## src/rtl/dec_pkg.sv

```systemverilog
// dec_pkg: shared constants and helpers for the RV32I/E decode stage.
// Holds the major opcode encodings, the immediate-format enum, the
// bit offsets of the packed operation word and the immediate generator.
package dec_pkg;

    localparam logic [6:0] OPC_LUI    = 7'b0110111;
    localparam logic [6:0] OPC_AUIPC  = 7'b0010111;
    localparam logic [6:0] OPC_JAL    = 7'b1101111;
    localparam logic [6:0] OPC_JALR   = 7'b1100111;
    localparam logic [6:0] OPC_BRANCH = 7'b1100011;
    localparam logic [6:0] OPC_LOAD   = 7'b0000011;
    localparam logic [6:0] OPC_STORE  = 7'b0100011;
    localparam logic [6:0] OPC_OP_IMM = 7'b0010011;
    localparam logic [6:0] OPC_OP     = 7'b0110011;
    localparam logic [6:0] OPC_FENCE  = 7'b0001111;
    localparam logic [6:0] OPC_SYSTEM = 7'b1110011;

    // Packed operation word layout: {alt, funct3, opcode}
    localparam int OP_W       = 11;
    localparam int OP_OPC_LSB = 0;
    localparam int OP_F3_LSB  = 7;
    localparam int OP_ALT_BIT = 10;

    typedef enum logic [2:0] {
        IMM_I,
        IMM_S,
        IMM_B,
        IMM_U,
        IMM_J,
        IMM_SHAMT,
        IMM_NONE
    } imm_type_e;

    // Builds the 32-bit immediate; every format except SHAMT is
    // sign-extended from bit 31, SHAMT has a clear top bit so the later
    // sign extension to XLEN leaves it zero-extended.
    function automatic logic [31:0] imm_gen(input logic [31:0] instr, input imm_type_e kind);
        logic [31:0] imm;
        imm = '0;
        case (kind)
            IMM_I:     imm = {{20{instr[31]}}, instr[31:20]};
            IMM_S:     imm = {{20{instr[31]}}, instr[31:25], instr[11:7]};
            IMM_B:     imm = {{19{instr[31]}}, instr[31], instr[7], instr[30:25], instr[11:8], 1'b0};
            IMM_U:     imm = {instr[31:12], 12'd0};
            IMM_J:     imm = {{11{instr[31]}}, instr[31], instr[19:12], instr[20], instr[30:21], 1'b0};
            IMM_SHAMT: imm = {27'd0, instr[24:20]};
            default:   imm = '0;
        endcase
        return imm;
    endfunction

endpackage

```

## src/rtl/dec_pipe_if.sv

```systemverilog
// dec_pipe_if: fetch, execute and write-back signals of the decode stage.
// The slave modport is the decode stage's view, master is the surroundings.
interface dec_pipe_if #(
    parameter int XLEN = 32
);
    logic                    in_valid_i;
    logic                    in_ready_o;
    logic [31:0]             instr_i;
    logic [XLEN-1:0]         pc_i;
    logic                    flush_i;
    logic                    out_valid_o;
    logic                    out_ready_i;
    logic [dec_pkg::OP_W-1:0] op_o;
    logic [XLEN-1:0]         rs1_val_o;
    logic [XLEN-1:0]         rs2_val_o;
    logic [XLEN-1:0]         imm_o;
    logic [4:0]              rd_o;
    logic [XLEN-1:0]         pc_o;
    logic                    illegal_o;
    logic                    wb_en_i;
    logic [4:0]              wb_rd_i;
    logic [XLEN-1:0]         wb_data_i;

    modport slave (
        input  in_valid_i, instr_i, pc_i, flush_i, out_ready_i,
        input  wb_en_i, wb_rd_i, wb_data_i,
        output in_ready_o, out_valid_o, op_o, rs1_val_o, rs2_val_o,
        output imm_o, rd_o, pc_o, illegal_o
    );

    modport master (
        output in_valid_i, instr_i, pc_i, flush_i, out_ready_i,
        output wb_en_i, wb_rd_i, wb_data_i,
        input  in_ready_o, out_valid_o, op_o, rs1_val_o, rs2_val_o,
        input  imm_o, rd_o, pc_o, illegal_o
    );

endinterface

```

## src/rtl/dec_regfile.sv

```systemverilog
// dec_regfile: NREG x XLEN register file, two read ports, one write port.
// x0 always reads zero. With DEC_WB_BYPASS_EN defined a same-cycle write
// is forwarded to the read ports.
module dec_regfile #(
    parameter int XLEN = 32,
    parameter int NREG = 32,
    parameter int AW   = $clog2(NREG)
) (
    input  logic            clk,
    input  logic            rst,
    input  logic            we,
    input  logic [AW-1:0]   waddr,
    input  logic [XLEN-1:0] wdata,
    input  logic [AW-1:0]   raddr1,
    output logic [XLEN-1:0] rdata1,
    input  logic [AW-1:0]   raddr2,
    output logic [XLEN-1:0] rdata2
);

    logic [XLEN-1:0] mem [NREG];

    // Storage: cleared on reset, writes to x0 are dropped.
    always_ff @(posedge clk) begin
        if (rst) begin
            for (int i = 0; i < NREG; i++) begin
                mem[i] <= '0;
            end
        end else if (we && waddr != '0) begin
            mem[waddr] <= wdata;
        end
    end

    // Read ports, optionally forwarding the write in flight this cycle.
    always_comb begin
        rdata1 = (raddr1 == '0) ? '0 : mem[raddr1];
        rdata2 = (raddr2 == '0) ? '0 : mem[raddr2];
`ifdef DEC_WB_BYPASS_EN
        if (we && waddr == raddr1 && raddr1 != '0) begin
            rdata1 = wdata;
        end
        if (we && waddr == raddr2 && raddr2 != '0) begin
            rdata2 = wdata;
        end
`endif
    end

endmodule

```

## src/rtl/dec_pipe.sv

```systemverilog
// dec_pipe: RV32I/E decode stage with register file, busy-bit scoreboard
// and a single output pipeline register. Optional macro DEC_WB_BYPASS_EN
// lets a dependent instruction issue in the write-back cycle itself.
module dec_pipe
    import dec_pkg::*;
#(
    parameter int XLEN = 32,
    parameter int NREG = 32
) (
    input logic       clk,
    input logic       rst,
    dec_pipe_if.slave bus
);

    localparam int AW = $clog2(NREG);

    logic [31:0]     instr;
    logic [6:0]      opcode;
    logic [2:0]      funct3;
    logic [4:0]      rs1;
    logic [4:0]      rs2;
    logic [4:0]      rd;

    logic            opc_known;
    logic            rs1_used;
    logic            rs2_used;
    logic            rd_used;
    logic            alt;
    imm_type_e       imm_kind;

    logic            illegal;
    logic            rs1_use;
    logic            rs2_use;
    logic [4:0]      rd_eff;
    logic [XLEN-1:0] imm_ext;
    logic [OP_W-1:0] op_dec;

    logic            wb_we;
    logic [XLEN-1:0] rf_rd1;
    logic [XLEN-1:0] rf_rd2;
    logic [XLEN-1:0] rs1_val;
    logic [XLEN-1:0] rs2_val;

    logic            rs1_fwd;
    logic            rs2_fwd;
    logic            hazard;
    logic            in_ready;
    logic            acc;

    logic [NREG-1:0] busy_q;
    logic [NREG-1:0] busy_d;

    logic            out_valid_q;
    logic [OP_W-1:0] op_q;
    logic [XLEN-1:0] rs1_val_q;
    logic [XLEN-1:0] rs2_val_q;
    logic [XLEN-1:0] imm_q;
    logic [4:0]      rd_q;
    logic [XLEN-1:0] pc_q;
    logic            illegal_q;

    // A register index exists when no bits above the register-count width are set.
    function automatic logic reg_ok(input logic [4:0] idx);
        return (idx >> AW) == 5'd0;
    endfunction

    assign instr  = bus.instr_i;
    assign opcode = instr[6:0];
    assign funct3 = instr[14:12];
    assign rd     = instr[11:7];
    assign rs1    = instr[19:15];
    assign rs2    = instr[24:20];

    // Major-opcode decode: which registers are touched and which immediate format applies.
    always_comb begin
        opc_known = 1'b1;
        rs1_used  = 1'b0;
        rs2_used  = 1'b0;
        rd_used   = 1'b0;
        alt       = 1'b0;
        imm_kind  = IMM_NONE;
        case (opcode)
            OPC_LUI, OPC_AUIPC: begin
                rd_used  = 1'b1;
                imm_kind = IMM_U;
            end
            OPC_JAL: begin
                rd_used  = 1'b1;
                imm_kind = IMM_J;
            end
            OPC_JALR, OPC_LOAD: begin
                rd_used  = 1'b1;
                rs1_used = 1'b1;
                imm_kind = IMM_I;
            end
            OPC_BRANCH: begin
                rs1_used = 1'b1;
                rs2_used = 1'b1;
                imm_kind = IMM_B;
            end
            OPC_STORE: begin
                rs1_used = 1'b1;
                rs2_used = 1'b1;
                imm_kind = IMM_S;
            end
            OPC_OP_IMM: begin
                rd_used  = 1'b1;
                rs1_used = 1'b1;
                imm_kind = (funct3 == 3'b001 || funct3 == 3'b101) ? IMM_SHAMT : IMM_I;
                alt      = (funct3 == 3'b101) & instr[30];
            end
            OPC_OP: begin
                rd_used  = 1'b1;
                rs1_used = 1'b1;
                rs2_used = 1'b1;
                alt      = instr[30];
            end
            OPC_FENCE, OPC_SYSTEM: begin
                opc_known = 1'b1;
            end
            default: begin
                opc_known = 1'b0;
            end
        endcase
    end

    // An illegal instruction still travels downstream but neither reads,
    // writes nor waits on any register.
    assign illegal = ~opc_known | (instr[1:0] != 2'b11)
                   | (rs1_used & ~reg_ok(rs1))
                   | (rs2_used & ~reg_ok(rs2))
                   | (rd_used & ~reg_ok(rd));
    assign rs1_use = rs1_used & ~illegal;
    assign rs2_use = rs2_used & ~illegal;
    assign rd_eff  = (rd_used & ~illegal) ? rd : 5'd0;
    assign imm_ext = XLEN'($signed(imm_gen(instr, imm_kind)));

    // Packed operation word assembled from the field offsets.
    always_comb begin
        op_dec                       = '0;
        op_dec[OP_OPC_LSB +: 7]      = opcode;
        op_dec[OP_F3_LSB +: 3]       = funct3;
        op_dec[OP_ALT_BIT]           = alt;
    end

    assign wb_we = bus.wb_en_i & reg_ok(bus.wb_rd_i);

    dec_regfile #(
        .XLEN (XLEN),
        .NREG (NREG),
        .AW   (AW)
    ) u_regfile (
        .clk    (clk),
        .rst    (rst),
        .we     (wb_we),
        .waddr  (bus.wb_rd_i[AW-1:0]),
        .wdata  (bus.wb_data_i),
        .raddr1 (rs1[AW-1:0]),
        .rdata1 (rf_rd1),
        .raddr2 (rs2[AW-1:0]),
        .rdata2 (rf_rd2)
    );

    assign rs1_val = rs1_use ? rf_rd1 : '0;
    assign rs2_val = rs2_use ? rf_rd2 : '0;

`ifdef DEC_WB_BYPASS_EN
    assign rs1_fwd = wb_we & (bus.wb_rd_i == rs1);
    assign rs2_fwd = wb_we & (bus.wb_rd_i == rs2);
`else
    assign rs1_fwd = 1'b0;
    assign rs2_fwd = 1'b0;
`endif

    // RAW on either used source (unless forwarded) or WAW on the destination.
    assign hazard = (rs1_use & busy_q[rs1[AW-1:0]] & ~rs1_fwd)
                  | (rs2_use & busy_q[rs2[AW-1:0]] & ~rs2_fwd)
                  | ((rd_eff != 5'd0) & busy_q[rd_eff[AW-1:0]]);

    assign in_ready = (~out_valid_q | bus.out_ready_i) & ~hazard & ~bus.flush_i;
    assign acc      = bus.in_valid_i & in_ready;

    // Scoreboard next state: clears first, so a same-cycle set wins.
    always_comb begin
        busy_d = busy_q;
        if (wb_we) begin
            busy_d[bus.wb_rd_i[AW-1:0]] = 1'b0;
        end
        if (bus.flush_i && out_valid_q && rd_q != 5'd0) begin
            busy_d[rd_q[AW-1:0]] = 1'b0;
        end
        if (acc && rd_eff != 5'd0) begin
            busy_d[rd_eff[AW-1:0]] = 1'b1;
        end
        busy_d[0] = 1'b0;
    end

    // Scoreboard register.
    always_ff @(posedge clk) begin
        if (rst) begin
            busy_q <= '0;
        end else begin
            busy_q <= busy_d;
        end
    end

    // Output pipeline register: load on accept, empty on flush or when drained.
    always_ff @(posedge clk) begin
        if (rst || bus.flush_i || (!acc && bus.out_ready_i)) begin
            out_valid_q <= 1'b0;
            op_q        <= '0;
            rs1_val_q   <= '0;
            rs2_val_q   <= '0;
            imm_q       <= '0;
            rd_q        <= '0;
            pc_q        <= '0;
            illegal_q   <= 1'b0;
        end else if (acc) begin
            out_valid_q <= 1'b1;
            op_q        <= op_dec;
            rs1_val_q   <= rs1_val;
            rs2_val_q   <= rs2_val;
            imm_q       <= imm_ext;
            rd_q        <= rd_eff;
            pc_q        <= bus.pc_i;
            illegal_q   <= illegal;
        end
    end

    assign bus.in_ready_o  = in_ready;
    assign bus.out_valid_o = out_valid_q;
    assign bus.op_o        = op_q;
    assign bus.rs1_val_o   = rs1_val_q;
    assign bus.rs2_val_o   = rs2_val_q;
    assign bus.imm_o       = imm_q;
    assign bus.rd_o        = rd_q;
    assign bus.pc_o        = pc_q;
    assign bus.illegal_o   = illegal_q;

endmodule

```

## src/flat_wrapper.sv

```systemverilog
// flat-port wrapper written by rule: the top's interface ports become plain ports
module dec_pipe_flat import dec_pkg::*;
#(
    parameter int XLEN = 32,
    parameter int NREG = 32
)
  (clk, rst, bus_in_valid_i, bus_instr_i, bus_pc_i, bus_flush_i, bus_out_ready_i, bus_wb_en_i, bus_wb_rd_i, bus_wb_data_i, bus_in_ready_o, bus_out_valid_o, bus_op_o, bus_rs1_val_o, bus_rs2_val_o, bus_imm_o, bus_rd_o, bus_pc_o, bus_illegal_o);
  dec_pipe_if #(.XLEN(XLEN)) bus_i ();
  input logic clk;
  input logic rst;
  input wire logic [$bits(bus_i.in_valid_i)-1:0] bus_in_valid_i;
  input wire logic [$bits(bus_i.instr_i)-1:0] bus_instr_i;
  input wire logic [$bits(bus_i.pc_i)-1:0] bus_pc_i;
  input wire logic [$bits(bus_i.flush_i)-1:0] bus_flush_i;
  input wire logic [$bits(bus_i.out_ready_i)-1:0] bus_out_ready_i;
  input wire logic [$bits(bus_i.wb_en_i)-1:0] bus_wb_en_i;
  input wire logic [$bits(bus_i.wb_rd_i)-1:0] bus_wb_rd_i;
  input wire logic [$bits(bus_i.wb_data_i)-1:0] bus_wb_data_i;
  output wire logic [$bits(bus_i.in_ready_o)-1:0] bus_in_ready_o;
  output wire logic [$bits(bus_i.out_valid_o)-1:0] bus_out_valid_o;
  output wire logic [$bits(bus_i.op_o)-1:0] bus_op_o;
  output wire logic [$bits(bus_i.rs1_val_o)-1:0] bus_rs1_val_o;
  output wire logic [$bits(bus_i.rs2_val_o)-1:0] bus_rs2_val_o;
  output wire logic [$bits(bus_i.imm_o)-1:0] bus_imm_o;
  output wire logic [$bits(bus_i.rd_o)-1:0] bus_rd_o;
  output wire logic [$bits(bus_i.pc_o)-1:0] bus_pc_o;
  output wire logic [$bits(bus_i.illegal_o)-1:0] bus_illegal_o;
  assign bus_i.in_valid_i = bus_in_valid_i;
  assign bus_i.instr_i = bus_instr_i;
  assign bus_i.pc_i = bus_pc_i;
  assign bus_i.flush_i = bus_flush_i;
  assign bus_i.out_ready_i = bus_out_ready_i;
  assign bus_i.wb_en_i = bus_wb_en_i;
  assign bus_i.wb_rd_i = bus_wb_rd_i;
  assign bus_i.wb_data_i = bus_wb_data_i;
  assign bus_in_ready_o = bus_i.in_ready_o;
  assign bus_out_valid_o = bus_i.out_valid_o;
  assign bus_op_o = bus_i.op_o;
  assign bus_rs1_val_o = bus_i.rs1_val_o;
  assign bus_rs2_val_o = bus_i.rs2_val_o;
  assign bus_imm_o = bus_i.imm_o;
  assign bus_rd_o = bus_i.rd_o;
  assign bus_pc_o = bus_i.pc_o;
  assign bus_illegal_o = bus_i.illegal_o;
  dec_pipe #(.XLEN(XLEN), .NREG(NREG)) u_core (.clk(clk), .rst(rst), .bus(bus_i));
endmodule
```

## config.mk

```make
export PLATFORM = sky130hd
export DESIGN_NAME = dec_pipe_flat
export DESIGN_NICKNAME = d
export VERILOG_FILES = /design/src/rtl/dec_pkg.sv /design/src/rtl/dec_pipe_if.sv /design/src/rtl/dec_regfile.sv /design/src/rtl/dec_pipe.sv /design/src/flat_wrapper.sv
export SDC_FILE = /design/constraint.sdc
export NUM_CORES = 2
export LEC_CHECK = 0
export CORE_AREA = 2 2 505 507
export CTS_BUF_LIST = sky130_fd_sc_hd__clkbuf_4 sky130_fd_sc_hd__clkbuf_8
export DETAILED_ROUTE_END_ITERATION = 7
export DIE_AREA = 0 0 507 509
export GPL_ROUTABILITY_DRIVEN = 0
export PLACE_DENSITY = 0.44
export SYNTH_ARGS = -nofsm -noshare
export SYNTH_HDL_FRONTEND = slang
export SYNTH_SLANG_ARGS = --single-unit
export TNS_END_PERCENT = 50
```

## constraint.sdc

```tcl
create_clock -name clk -period 4.51 [get_ports clk]
set_input_delay 0.902 -clock clk [delete_from_list [all_inputs] [get_ports clk]]
set_output_delay 0.902 -clock clk [all_outputs]
set_load 0.01 [all_outputs]
```

# After elaboration in Yosys (flattened, before gate mapping)
# Memories as Yosys holds them, arrays and structs flattened.
# Index checks and enable logic that the tools add are counted.
totals:
  reg_bits: 178
  ram_bits: 1024
  inputBits: 107
  out_inout_bits: 147
  word_cells: 123
  n_memories: 1
mem_list:
  columns: ["name", "words", "width", "read_ports", "rd_ports_with_merged_regs", "write_ports", "line", "text"]
  rows:
  - ["u_core.u_regfile.mem", 32, 32, 2, 0, 32, "dec_regfile.sv:20", "logic [XLEN-1:0] mem [NREG];"]
op_classes:
  n_lt_le_gt_ge: 8
  eq_ne: 19
  n_mux: 36
  bitwise_logic: 24
  n_reduce_logical: 25
op_table:
  columns: ["operator", "n"]
  rows:
  - ["$mux W32", 8]
  - ["$pmux W32 S6", 1]
  - ["$and A32 B32 Y32", 2]
  - ["$not A32 Y32", 2]
  - ["$or A32 B32 Y32", 1]
  - ["$reduce_or A32 Y1", 1]
  - ["$lt A5 B6 Y1 const B", 5]
  - ["$eq A7 B7 Y1 const B", 4]
  - ["$eq A7 B6 Y1 const B", 3]
  - ["$pmux W3 S6", 1]
  - ["$mux W1", 16]
  - ["$bmux W1 S5", 3]
  - ["$demux W1 S5", 3]
  - ["$ge A5 B1 Y1 const B", 3]
  - ["$reduce_bool A5 Y1", 3]
  - ["$eq A7 B5 Y1 const B", 2]
  - ["$reduce_or A11 Y1", 1]
  - ["$and A1 B1 Y1", 10]
  - ["$logic_not A5 Y1", 2]
  - ["$mux W5", 2]
  - ["$eq A3 B3 Y1 const B", 3]
  - ["$logic_and A1 B1 Y1", 8]
  - ["$eq A7 B2 Y1 const B", 1]
  - ["$eq A7 B4 Y1 const B", 1]
  - ["14 further kinds", 26]

# Longest topological paths before layout
logic_depth:
  ltp_word: 19
  ltp_mapped: 12
  depth_no_buf: 7

# Cells and area by module
# From an unflattened synthesis, not the netlist that was laid out.
hier_totals:
  cells_unflattened: 4543
  hier_area_um2: 63189.4
modules_own_cells:
  columns: ["module", "n_inst", "cells_per_inst", "area_each_um2", "seq_area_each_um2"]
  rows:
  - ["dec_regfile", 1, 3502, 54232.0, 30749.5]
  - ["dec_pipe", 1, 1041, 8957.3, 3543.4]

# Worst setup path after synthesis
# No wires, ideal clock.
synth_timing:
  path_type: "input-to-reg"
  start: "input port rst"
  end: "memory u_core.u_regfile.mem[6][0], enable pin"
  setup_ns: 0.466
  t_arrival_ns: 3.903
  t_required_ns: 4.044
  setup_slack_ns: 0.142
  path_stages: 5
  n_path_buf: 2
  path_cell_list: "clkbuf_1 > nor2_1 > nand3_1 > clkbuf_1 > o21ai_0"
synth_rtl:
  columns: ["element", "line", "text"]
  rows:
  - ["start: declaration", "flat_wrapper.sv:10", "input logic rst;"]
  - ["end: declaration", "dec_regfile.sv:20", null]

# Worst setup path after layout
layout_timing:
  start: "input port bus_instr_i[3]"
  end: "output port bus_in_ready_o"
layout_between:
  elab_chain_len: 15
  elab_cells_between_ends: 37
  classes_between: "eq/ne: 11; mux: 7; bitwise: 14; reduce/logical: 5"
layout_lines:
  columns: ["element", "line", "text"]
  rows:
  - ["start: declaration", "flat_wrapper.sv:12", "input wire logic [$bits(bus_i.instr_i)-1:0] bus_instr_i;"]
  - ["$eq A7 B4 Y1 (tied with other cells)", "dec_pipe.sv:82", "case (opcode)"]
  - ["$reduce_or A11 Y1 (no line)", null, null]
  - ["$mux W1", "dec_pipe.sv:82", null]
  - ["$not A1 Y1", "dec_pipe.sv:129", "assign illegal = ~opc_known | (instr[1:0] != 2'b11)"]
  - ["$or A1 B1 Y1", "dec_pipe.sv:129", null]
  - ["$not A1 Y1", "dec_pipe.sv:133, dec_pipe.sv:134, dec_pipe.sv:135", null]
  - ["$and A1 B1 Y1", "dec_pipe.sv:135", "assign rd_eff = (rd_used & ~illegal) ? rd : 5'd0;"]
  - ["$mux W5", "dec_pipe.sv:135", null]
  - ["$bmux W1 S5", "dec_pipe.sv:178", "| ((rd_eff != 5'd0) & busy_q[rd_eff[AW-1:0]]);"]
  - ["$mux W1 (not written as such)", "dec_pipe.sv:178", null]
  - ["$and A1 B1 Y1", "dec_pipe.sv:178", null]
  - ["$or A1 B1 Y1 (*)", "dec_pipe.sv:178", null]
  - ["$not A1 Y1 (*)", "dec_pipe.sv:180", "assign in_ready = (~out_valid_q | bus.out_ready_i) & ~hazard & ~bus.flush_i;"]
  - ["$and A1 B1 Y1 (*) (2 in series)", "dec_pipe.sv:180", null]
  - ["end: declaration", "flat_wrapper.sv:19", "output wire logic [$bits(bus_i.in_ready_o)-1:0] bus_in_ready_o;"]
# Every way passes the cells marked *; elsewhere a longest branch is shown, timed or not. The select of a mux whose other input is x is not followed.

==> results summary <==
The flow ran to the end, and the final reports show no timing, DRC or antenna violations. The Yosys step of the flow raised 0 warnings. The count of standard-cell rows came out at 185.

The number of distinct standard cells referenced by the synthesized netlist is 69. The total chip power came out at 0.0269 W. The total wire length is 262000 um.

TritonCTS built the clock tree. The tightest min-delay check is of the reg2reg type. The post-synth design cell area is 62800 um^2. The count of max-cap constraint violations is 0. The cell count after synthesis came out at 4381.

Setup repair after global routing left no endpoint under its margin. The static leakage came out at 25.5 nW. The most used flip-flop cell after synthesis is sky130_fd_sc_hd__edfxtp_1.

The count of flip-flops with a built-in enable after synthesis came out at 1024. The worst-margin pin slew came out at 1.17 ns. The critical path is of the in2out type. Before CTS, the worst setup slack after placement is -0.569 ns. The first-pass iteration count of the detailed router came out at 7. Once the floorplan was initialized, standard cells occupied 24.8% of the core. The cts-stage hold buffer count came out at 0. The area of the die is 258000 um^2. The sequential share of the synthesized area came out at 54.6%.

The final critical-path share of the clock period is 95.8%. The die span in y came out at 509 um. The global router's overall resource usage is 19.9%. The total congestion overflow is 0.

The layout has 25331 filler cells. STA classifies the critical path endpoint as a primary output. The setup clock skew after layout is 0.0653 ns. Detailed placement finished with a half-perimeter wire length of 155000 um. After the first detailed-routing iteration, the DRC count stood at 4657. The data arrival time at the worst-slack endpoint came out at 3.42 ns. Clock tree synthesis found a total of 1201 sinks. No sink is reached through more buffers than the 3 on the longest clock path. The via density per instance came out at 5.09.

After detailed routing, the average wire length per cell comes to 31.8 um. After floorplanning, the core was sized to cover 253000 um^2. The number of antenna violations at the first check in global routing came out at 38. The H-tree generated during clock tree synthesis spans 4 levels. Dividing total power by cell area gives a power density of 356 nW/um^2.

The pin count of the biggest net entering global routing is 108. The tree is rooted in a sky130_fd_sc_hd__clkbuf_8. The final count of pins violating max slew came out at 0.

In the routed design, unresolved DRC markers number 0. The number of CTS-inserted buffers came out at 215. The summed negative setup slack over all endpoints is 0 ns.

The worst path required time came out at 3.61 ns. Setup slack closes at 0.189 ns. From synthesis to final layout, the design area changed by 20.4%. The count of cells in the finished layout, fillers not included, comes to 8226. Along the worst path, the maximum fanout reaches 7. The achievable clock frequency is 231 MHz.

The final standard cell utilization of the core is 29.9%. The mean post-synth cell area came out at 14.3 um^2. The count of nets left with antenna violations after detail routing is 0. During I/O placement, the number of pins put on the boundary was 254. The clock transition at the registers of the reported paths is 0.06 ns.

The fraction of final layout cells sized beyond drive strength 1 is 28.0%. The number of setup violations in the final report came out at 0. The global-route wire length before repair is 358000 um. The number of placed instances, taps included, is 7796. In this run the tightest slew margin relative to its limit is 21.6%. STA classifies the critical path startpoint as a primary input. The later pin in the worst-skew pair is clocked with a latency of 0.98 ns. The die is 507 um wide. The maximum VDD drop came out at 0.315 mV. The total number of nets in the final design is 4757. The total number of vias came out at 41895.

The minimum clock period came out at 4.32 ns. The final count of hold timing violations is 0. The synthesis-stage register bit count is 1201.

In this run the tool buffered the top-level ports with 253 buffer cells. The proportion of register bits with asynchronous set or reset after synthesis came out at 0%. The number of global-route vias before repair is 42463.
## worst paths after layout
kind                                         from                               to  slack, ns  depth (start not counted)
setup / recovery                   bus_instr_i[3]                   bus_in_ready_o       0.19                         10
hold / removal    u_core.bus.op_o[8]$_SDFFE_PP0P_  u_core.bus.op_o[8]$_SDFFE_PP0P_       0.46                          2
setup reg to reg     u_core.busy_q[17]$_SDFF_PP0_      u_core.busy_q[6]$_SDFF_PP0_       1.40                          9
hold reg to reg   u_core.bus.op_o[8]$_SDFFE_PP0P_  u_core.bus.op_o[8]$_SDFFE_PP0P_       0.46                          2
## registers in the layout, summed over array words and instances, names as in the netlist
name,flops
u_core.bus.op_o,11
u_core.busy_q,31
u_core.bus.out_valid_o,1
u_core.bus.rs2_val_o,32
u_core.bus.imm_o,32
u_core.bus.illegal_o,1
u_core.bus.rs1_val_o,32
u_core.bus.pc_o,32
u_core.u_regfile.mem,1024
u_core.bus.rd_o,5
## layout by cell type, fill, tap and decap left out, types with 31 or more instances in the layout
| cell | instances |
|---|---|
| sky130_fd_sc_hd__a21oi_1 | 36 |
| sky130_fd_sc_hd__and2_1 | 995 |
| sky130_fd_sc_hd__buf_12 | 61 |
| sky130_fd_sc_hd__buf_4 | 182 |
| sky130_fd_sc_hd__clkbuf_4 | 112 |
| sky130_fd_sc_hd__clkbuf_8 | 237 |
| sky130_fd_sc_hd__clkdlybuf4s50_1 | 239 |
| sky130_fd_sc_hd__conb_1 | 32 |
| sky130_fd_sc_hd__dfxtp_1 | 177 |
| sky130_fd_sc_hd__edfxtp_1 | 1024 |
| sky130_fd_sc_hd__mux2_2 | 41 |
| sky130_fd_sc_hd__mux2i_1 | 249 |
| sky130_fd_sc_hd__mux4_2 | 541 |
| sky130_fd_sc_hd__nand2_1 | 245 |
| sky130_fd_sc_hd__nor2_4 | 34 |
| sky130_fd_sc_hd__nor3_1 | 34 |
| sky130_fd_sc_hd__o211ai_1 | 37 |
| sky130_fd_sc_hd__o21ai_0 | 42 |
| sky130_fd_sc_hd__o21ai_4 | 31 |
| sky130_fd_sc_hd__o221ai_1 | 55 |
## worst max-delay path, stage by stage
cell                              delay [ns]
sky130_fd_sc_hd__clkdlybuf4s50_1        0.44
sky130_fd_sc_hd__nand3b_1               0.24
sky130_fd_sc_hd__o32ai_4                0.37
sky130_fd_sc_hd__buf_6                  0.17
sky130_fd_sc_hd__nand3_1                0.07
sky130_fd_sc_hd__or3_4                  0.40
sky130_fd_sc_hd__a32o_4                 0.30
sky130_fd_sc_hd__nor4_4                 0.26
sky130_fd_sc_hd__buf_4                  0.14
sky130_fd_sc_hd__clkbuf_2               0.12
## per-stage QoR
step / hold slack [ns] / cell area (um^2)
floorplan: 0.449 / 62900
global placement: 0.442 / 71000
detailed placement: 0.451 / 71000
CTS: 0.382 / 75500
global route: 0.396 / 75500
finish: 0.458 / 75600
## power by group
part / total (W) / switching (W) / internal (W)
combinational: 0.00315 / 0.00180 / 0.00135
clock: 0.0109 / 0.00500 / 0.00588
sequential: 0.0128 / 0.000254 / 0.0126
total: 0.0269 / 0.00706 / 0.0198
## logic make-up (layout without fill, tap and decap cells)
kind of cell    count (synthesis)  in the layout  synth area share (%)
buf+inv                       483            910                  3.10
flops                        1201           1201                  54.6
simple gates                 1475           1475                  13.5
other cells                     1             53               0.00598
mux                           831            831                  24.1
compound gates                390            390                  4.65
## what timing repair did
item / CTS / global route
resized for setup: 9 / 2
buffers inserted: 1 / 2
endpoints found under the setup margin: 1 / 1
pin swaps: 2 / 2
## Yosys cell counts (5+ instances only)
| cell | number | area [um^2] |
|---|---|---|
| sky130_fd_sc_hd__o41ai_1 | 12 | 105 |
| sky130_fd_sc_hd__buf_1 | 30 | 113 |
| sky130_fd_sc_hd__a221oi_1 | 24 | 210 |
| sky130_fd_sc_hd__o221ai_1 | 55 | 482 |
| sky130_fd_sc_hd__or2_2 | 18 | 113 |
| sky130_fd_sc_hd__clkbuf_1 | 361 | 1360 |
| sky130_fd_sc_hd__mux2i_1 | 249 | 2490 |
| sky130_fd_sc_hd__buf_2 | 73 | 365 |
| sky130_fd_sc_hd__a31o_2 | 29 | 254 |
| sky130_fd_sc_hd__dfxtp_1 | 177 | 3540 |
| sky130_fd_sc_hd__edfxtp_1 | 1024 | 30700 |
| sky130_fd_sc_hd__nand2_1 | 246 | 923 |
| sky130_fd_sc_hd__o211ai_1 | 37 | 278 |
| sky130_fd_sc_hd__inv_1 | 8 | 30.0 |
| sky130_fd_sc_hd__o2111ai_1 | 26 | 228 |
| sky130_fd_sc_hd__nor2_1 | 62 | 233 |
| sky130_fd_sc_hd__nand3_1 | 20 | 100 |
| sky130_fd_sc_hd__nand2b_1 | 16 | 100 |
| sky130_fd_sc_hd__o31ai_1 | 22 | 165 |
| sky130_fd_sc_hd__mux4_2 | 541 | 12200 |
| sky130_fd_sc_hd__a21oi_1 | 36 | 180 |
| sky130_fd_sc_hd__nor2b_1 | 29 | 181 |
| sky130_fd_sc_hd__nor3_1 | 35 | 175 |
| sky130_fd_sc_hd__mux2_2 | 41 | 462 |
| sky130_fd_sc_hd__buf_4 | 8 | 60.1 |
| sky130_fd_sc_hd__a31o_1 | 6 | 52.6 |
| sky130_fd_sc_hd__nand4_1 | 12 | 75.1 |
| sky130_fd_sc_hd__or3_1 | 5 | 31.3 |
| sky130_fd_sc_hd__and2_1 | 995 | 6220 |
| sky130_fd_sc_hd__nand3b_1 | 11 | 82.6 |
| sky130_fd_sc_hd__a22oi_1 | 27 | 203 |
| sky130_fd_sc_hd__a211o_1 | 13 | 114 |
| sky130_fd_sc_hd__o21ai_0 | 73 | 365 |
## layout make-up
cell class / count / area, um^2 / area share (%)
tap: 3366 / 4210 / 5.57
timing repair buffer: 495 / 5120 / 6.78
clock inverter: 57 / 394 / 0.522
inverter: 9 / 35.0 / 0.0464
antenna: 21 / 52.6 / 0.0695
clock buffer: 349 / 4100 / 5.43
multi-input combinational: 2728 / 27400 / 36.2
sequential: 1201 / 34300 / 45.4
## routing by layer
metal  share of wire (%)  vias to the layer above  track usage, %
li1                    -                    17359               -
met2                  47                     1922            31.9
met5               0.028                        -               0
met3                 7.4                      364            4.01
met1                  44                    22240            27.5
met4                 2.4                       10            4.97
(Power assumes the default switching activity.)
